**src/rtl/rob_ring_pkg.sv**
```systemverilog
// Shared definitions for the reorder buffer: entry type encodings and the
// normalisation applied to incoming type codes.
package rob_ring_pkg;

    localparam logic [1:0] ROB_TYPE_REG   = 2'd0;
    localparam logic [1:0] ROB_TYPE_STORE = 2'd1;
    localparam logic [1:0] ROB_TYPE_LOAD  = 2'd2;

    // Code 3 is unassigned and is stored as a plain register write.
    function automatic logic [1:0] rob_type_norm(input logic [1:0] t);
        return (t == 2'd3) ? ROB_TYPE_REG : t;
    endfunction

endpackage

```
**src/rtl/rob_ring_lane_prefix_count.sv**
```systemverilog
// Exclusive prefix popcount over a small lane mask.
// cnt[i] = number of set bits in bits[i-1:0]; cnt[WIDTH] is the total.
module lane_prefix_count #(
    parameter int WIDTH = 2,
    parameter int CW    = $clog2(WIDTH + 1)
) (
    input  logic [WIDTH-1:0]         bits,
    output logic [WIDTH:0][CW-1:0]   cnt
);

    logic [CW-1:0] acc;

    // Ripple the running count across the lanes.
    always_comb begin
        acc = '0;
        for (int i = 0; i < WIDTH; i++) begin
            cnt[i] = acc;
            acc    = acc + CW'(bits[i]);
        end
        cnt[WIDTH] = acc;
    end

endmodule

```
**src/rtl/rob_ring.sv**
```systemverilog
// Multi-lane ring reorder buffer: compacted in-order allocation, out-of-order
// completion writeback from NUM_FU ports, in-order retire of up to WIDTH
// completed entries per cycle, and a full flush.
module rob_ring
    import rob_ring_pkg::*;
#(
    parameter  int DEPTH  = 16,
    parameter  int WIDTH  = 2,
    parameter  int NUM_FU = 3,
    parameter  int AREG_W = 5,
    parameter  int PREG_W = 6,
    parameter  int DATA_W = 32,
    localparam int IDX_W  = $clog2(DEPTH)
) (
    input  logic                        clk,
    input  logic                        rst,
    input  logic [WIDTH-1:0]            alloc_valid,
    input  logic [2*WIDTH-1:0]          alloc_type,
    input  logic [AREG_W*WIDTH-1:0]     alloc_areg,
    input  logic [PREG_W*WIDTH-1:0]     alloc_preg,
    input  logic [PREG_W*WIDTH-1:0]     alloc_old_preg,
    output logic                        alloc_ready,
    output logic [IDX_W*WIDTH-1:0]      alloc_idx,
    input  logic [NUM_FU-1:0]           cmp_valid,
    input  logic [IDX_W*NUM_FU-1:0]     cmp_idx,
    input  logic [DATA_W*NUM_FU-1:0]    cmp_result,
    input  logic                        flush,
    output logic [WIDTH-1:0]            ret_valid,
    output logic [2*WIDTH-1:0]          ret_type,
    output logic [AREG_W*WIDTH-1:0]     ret_areg,
    output logic [PREG_W*WIDTH-1:0]     ret_preg,
    output logic [PREG_W*WIDTH-1:0]     ret_old_preg,
    output logic [DATA_W*WIDTH-1:0]     ret_result,
    output logic [IDX_W:0]              count,
    output logic                        empty,
    output logic                        full
);

    localparam int PW = IDX_W + 1;
    localparam int CW = $clog2(WIDTH + 1);

    // Ring pointers; the MSB is the wrap bit that separates full from empty.
    logic [PW-1:0] head, tail;

    // Per-field entry storage.
    logic [DEPTH-1:0]              ent_v;
    logic [DEPTH-1:0]              ent_comp;
    logic [DEPTH-1:0][1:0]         ent_type;
    logic [DEPTH-1:0][AREG_W-1:0]  ent_areg;
    logic [DEPTH-1:0][PREG_W-1:0]  ent_preg;
    logic [DEPTH-1:0][PREG_W-1:0]  ent_old_preg;
    logic [DEPTH-1:0][DATA_W-1:0]  ent_result;

    // ------------------------------------------------------------------
    // Occupancy. alloc_ready ignores same-cycle retires on purpose so the
    // ready path does not depend on the retire scan.
    // ------------------------------------------------------------------
    assign count       = tail - head;
    assign empty       = (count == '0);
    assign full        = (count == PW'(DEPTH));
    assign alloc_ready = ((PW'(DEPTH) - count) >= PW'(WIDTH));

    // ------------------------------------------------------------------
    // Allocation: valid lanes are packed onto consecutive slots from tail.
    // ------------------------------------------------------------------
    logic [WIDTH:0][CW-1:0]       alloc_cnt;
    logic [WIDTH-1:0][IDX_W-1:0]  alloc_slot;
    logic                         alloc_fire;

    lane_prefix_count #(.WIDTH(WIDTH)) u_alloc_cnt (
        .bits (alloc_valid),
        .cnt  (alloc_cnt)
    );

    assign alloc_fire = alloc_ready && (|alloc_valid);

    for (genvar i = 0; i < WIDTH; i++) begin : g_alloc_lane
        assign alloc_slot[i]                 = tail[IDX_W-1:0] + IDX_W'(alloc_cnt[i]);
        assign alloc_idx[i*IDX_W +: IDX_W]   = alloc_slot[i];
    end

    // ------------------------------------------------------------------
    // Completion port decode.
    // ------------------------------------------------------------------
    logic [NUM_FU-1:0][IDX_W-1:0]  cmp_slot;
    logic [NUM_FU-1:0][DATA_W-1:0] cmp_data;

    for (genvar k = 0; k < NUM_FU; k++) begin : g_cmp_port
        assign cmp_slot[k] = cmp_idx[k*IDX_W +: IDX_W];
        assign cmp_data[k] = cmp_result[k*DATA_W +: DATA_W];
    end

    // ------------------------------------------------------------------
    // Retire scan from registered state: the leading run of done entries
    // starting at head, capped at WIDTH.
    // ------------------------------------------------------------------
    logic [WIDTH-1:0][IDX_W-1:0]  ret_slot;
    logic [WIDTH-1:0]             ret_ok;
    logic [WIDTH:0][CW-1:0]       ret_cnt;
    logic [CW-1:0]                n_ret;
    logic [WIDTH-1:0]             ret_take;

    for (genvar i = 0; i < WIDTH; i++) begin : g_ret_lane
        assign ret_slot[i] = head[IDX_W-1:0] + IDX_W'(i);
        assign ret_ok[i]   = ent_v[ret_slot[i]] && ent_comp[ret_slot[i]];
        assign ret_take[i] = (CW'(i) < n_ret);
    end

    lane_prefix_count #(.WIDTH(WIDTH)) u_ret_cnt (
        .bits (ret_ok),
        .cnt  (ret_cnt)
    );

    // The run length is the largest i whose prefix count equals i, i.e.
    // every lane below i qualified.
    always_comb begin
        n_ret = '0;
        for (int i = 0; i <= WIDTH; i++) begin
            if (ret_cnt[i] == CW'(i)) n_ret = CW'(i);
        end
    end

    // ------------------------------------------------------------------
    // State updates.
    // ------------------------------------------------------------------

    // Ring pointers advance by accepted allocations and retired entries.
    always_ff @(posedge clk) begin
        if (rst || flush) begin
            head <= '0;
            tail <= '0;
        end else begin
            tail <= tail + (alloc_fire ? PW'(alloc_cnt[WIDTH]) : PW'(0));
            head <= head + PW'(n_ret);
        end
    end

    // Entry array: allocate, then completion writeback, then retire clear.
    always_ff @(posedge clk) begin
        if (rst || flush) begin
            ent_v <= '0;
        end else begin
            if (alloc_fire) begin
                for (int i = 0; i < WIDTH; i++) begin
                    if (alloc_valid[i]) begin
                        ent_v[alloc_slot[i]]        <= 1'b1;
                        ent_comp[alloc_slot[i]]     <= 1'b0;
                        ent_type[alloc_slot[i]]     <= rob_type_norm(alloc_type[i*2 +: 2]);
                        ent_areg[alloc_slot[i]]     <= alloc_areg[i*AREG_W +: AREG_W];
                        ent_preg[alloc_slot[i]]     <= alloc_preg[i*PREG_W +: PREG_W];
                        ent_old_preg[alloc_slot[i]] <= alloc_old_preg[i*PREG_W +: PREG_W];
                    end
                end
            end
            // Higher-numbered ports are visited last, so they win a collision.
            for (int k = 0; k < NUM_FU; k++) begin
                if (cmp_valid[k] && ent_v[cmp_slot[k]]) begin
                    ent_comp[cmp_slot[k]]   <= 1'b1;
                    ent_result[cmp_slot[k]] <= cmp_data[k];
                end
            end
            for (int i = 0; i < WIDTH; i++) begin
                if (ret_take[i]) ent_v[ret_slot[i]] <= 1'b0;
            end
        end
    end

    // Registered retire outputs; fields are zeroed on idle lanes.
    always_ff @(posedge clk) begin
        if (rst || flush) begin
            ret_valid    <= '0;
            ret_type     <= '0;
            ret_areg     <= '0;
            ret_preg     <= '0;
            ret_old_preg <= '0;
            ret_result   <= '0;
        end else begin
            for (int i = 0; i < WIDTH; i++) begin
                ret_valid[i]                      <= ret_take[i];
                ret_type[i*2 +: 2]                <= ret_take[i] ? ent_type[ret_slot[i]]     : '0;
                ret_areg[i*AREG_W +: AREG_W]      <= ret_take[i] ? ent_areg[ret_slot[i]]     : '0;
                ret_preg[i*PREG_W +: PREG_W]      <= ret_take[i] ? ent_preg[ret_slot[i]]     : '0;
                ret_old_preg[i*PREG_W +: PREG_W]  <= ret_take[i] ? ent_old_preg[ret_slot[i]] : '0;
                ret_result[i*DATA_W +: DATA_W]    <= ret_take[i] ? ent_result[ret_slot[i]]   : '0;
            end
        end
    end

endmodule
```
**config.mk**
```make
export PLATFORM = sky130hd
export DESIGN_NAME = rob_ring
export DESIGN_NICKNAME = d
export VERILOG_FILES = /design/src/rtl/rob_ring_pkg.sv /design/src/rtl/rob_ring_lane_prefix_count.sv /design/src/rtl/rob_ring.sv
export SDC_FILE = /design/constraint.sdc
export NUM_CORES = 2
export LEC_CHECK = 0
export CORE_UTILIZATION = 55
export CTS_CLUSTER_DIAMETER = 60
export DETAILED_ROUTE_END_ITERATION = 8
export HOLD_SLACK_MARGIN = 0.02
export PLACE_DENSITY_LB_ADDON = 0.15
export SLEW_MARGIN = 25
export SYNTH_ARGS = -nofsm -noshare
export SYNTH_HDL_FRONTEND = slang
export SYNTH_HIERARCHICAL = 1
export SYNTH_SLANG_ARGS = --single-unit
```
**constraint.sdc**
```tcl
create_clock -name clk -period 29.5 [get_ports clk]
set_clock_uncertainty 0.15 [all_clocks]
set_input_delay 5.9 -clock clk [delete_from_list [all_inputs] [get_ports clk]]
set_output_delay 5.9 -clock clk [all_outputs]
set_load 0.02 [all_outputs]
```
==> flow_summary.toml <==
[cts]
cts_tree = "yes"
holdBufCountCts = 0
clk_latency_ns = 0.74
clk_pin_slew_ns = 0.06
cts_resized = 0
h-tree-depth = 3
cts.sinks = 962
cts_buffer_depth = 3
post_cts_buffers = 0
cts_inserted_buffers = 118
cts_root_buffer = "clkbuf_16"

[route]
finalWirelength_um = 234000
drt-pass1-iter-count = 9
vias = 52450
ant_nets = 0
drc = 0
avgRoutedWirePerCell_um = 32.4
viasPerCell = 7.25
drtIter0Drc = 7944

[global_routing]
busiest_layer = "met2"
grtUsageMet2_pct = 54.5
track_usage_pct = 37.7
grt_start_max_net_pins = 136
grt_pass1_vias = 49538
use_met1_pct = 52.8
grt_pass1_wl_um = 338000
antenna_found_initial = 35
grt_overflow = 0
use_met3_pct = 11.5

[sta]
tns_ns = 0
relSlewSlack_pct = 11.3
tightest_slew_ns = 1.33
fin_crit_sh_pct = 49.8
grt_setup_unrepaired = "no"
hold_viol = 0
fin_crit_ns = 14.70
finalMaxSlewViolations = 0
fmax_mhz = 68.0
finalSetupViolCount = 0

[job]
maxCapViolCount = 0

[power_and_ir_drop]
p_leak_nw = 27.8
vdd_drop_max_v = 0.0000475
cellPowerDensity_nw_per_um2 = 47.2

[floorplanning]
start_util_pct = 55.4
dieArea_um2 = 122000
ios = 274
std_cell_rows = 127
die_h_um = 350
core-area_um2 = 120000
die_w_um = 350

[layout]
final_core_utilization_pct = 61.6
fill_cells = 9344
final_nets = 5681
layout-drive-gt1-share_pct = 16.0
area_growth_pct = 11.2

[synth]
postSynthAreaPerCell_um2 = 11.6
netlist_instances = 5754
synth_warnings = 6
syn_area_um2 = 66500

[critical_path]
arrival_ns = 8.65
worst-path-buf-inv = 3
path_common_cell = "clkdlybuf4s50_1"
critical-path-top-delay-family = "buffers and inverters"
critPathMaxFanout = 11
crit_path_end_kind = "output port"
critical_path_required_ns = 23.45
worstSetupPathType = "input port to output port"
critPathMaxStageDelay_ns = 0.70
crit_chain = "clkdlybuf4s50_1, ha_1, inv_1, fa_1, nor2b_1, nor2_1, clkdlybuf4s50_1"
slowest_stage = "clkdlybuf4s50_1"
timing.critical_path.from_type = "input port"

[min_path]
holdCritPathClass = "flip-flop to flip-flop"

[placement]
port_buffers = 273
place_hpwl_um = 122000
routabilityCongestion = 0.897

[outcome]
status = "completed"
==> registers in the layout (all words and copies together), names as in the netlist <==
name / cells
ent_result: 512
ent_comp: 16
ent_v: 16
ret_type: 4
ret_preg: 12
ent_preg: 96
ret_old_preg: 12
tail: 5
ent_areg: 80
head: 5
ret_valid: 2
ret_areg: 10
ent_type: 32
ent_old_preg: 96
ret_result: 64
==> layout make-up <==
class / instances / area, um2 / area share, %
Multi-Input combinational cell: 3987 / 36200 / 49.0
Sequential cell: 962 / 27600 / 37.3
Timing Repair Buffer: 379 / 3680 / 4.97
Clock buffer: 157 / 3390 / 4.58
Tap cell: 1612 / 2020 / 2.73
Clock inverter: 67 / 754 / 1.02
Inverter: 52 / 208 / 0.281
Antenna cell: 14 / 35.0 / 0.0474
==> tightest hold or removal path, delay by kind of cell (launching register included) <==
family | cells | cell delay (ns)
AOI/OAI and AO/OA | 2 | 0.14
DFF | 1 | 0.33
==> path summary, 6_finish.rpt <==
check / startpoint / to / slack (ns) / depth (start not counted)
hold reg to reg: tail[4] / tail[4] / 0.37 / 2
setup / recovery: alloc_valid[0] / alloc_idx[6] / 14.80 / 7
setup reg to reg: head[1] / head[4] / 22.77 / 17
hold / removal: tail[4] / tail[4] / 0.37 / 2
==> layout by cell type (no fill, tap or decap), types with 29 or more instances in the layout <==
cell / count
nand2_1: 29
a21o_1: 519
buf_4: 92
clkbuf_16: 125
edfxtp_1: 832
a21oi_1: 309
inv_1: 50
clkdlybuf4s50_1: 273
nor2_1: 827
mux2i_1: 850
a211oi_1: 517
and3_1: 62
mux4_2: 511
and2_1: 58
dfxtp_1: 127
==> power breakdown <==
group          internal, W  total [W]  switching (W)
clock network     0.000922    0.00156       0.000639
logic             0.000146   0.000337       0.000191
registers          0.00155    0.00159      0.0000399
total              0.00262    0.00349       0.000870
==> per-layer routing <==
| layer | share of wire [%] | up-vias |
|---|---|---|
| met2 | 43 | 4029 |
| met4 | 4.1 | 38 |
| met5 | 0.12 | - |
| met1 | 37 | 25989 |
| met3 | 15 | 654 |
| li1 | - | 21740 |
==> metrics by stage <==
step / hold slack, ns / cell area (um2) / setup slack [ns] / instances / total power (W)
6_report: 0.367 / 73900 / 14.80 / 7230 / 0.00349
5_1_grt: 0.382 / 73900 / 14.69 / 7225 / 0.00357
4_1_cts: 0.365 / 73800 / 14.79 / 7213 / 0.00348
3_5_place_dp: 0.354 / 69600 / 14.81 / 6989 / 0.00195
3_3_place_gp: 0.327 / 69600 / 14.83 / 6986 / 0.00194
2_1_floorplan: 0.314 / 66500 / 0.982 / 5756 / 0.00188
Note: power is estimated with default switching activity, not from simulation.
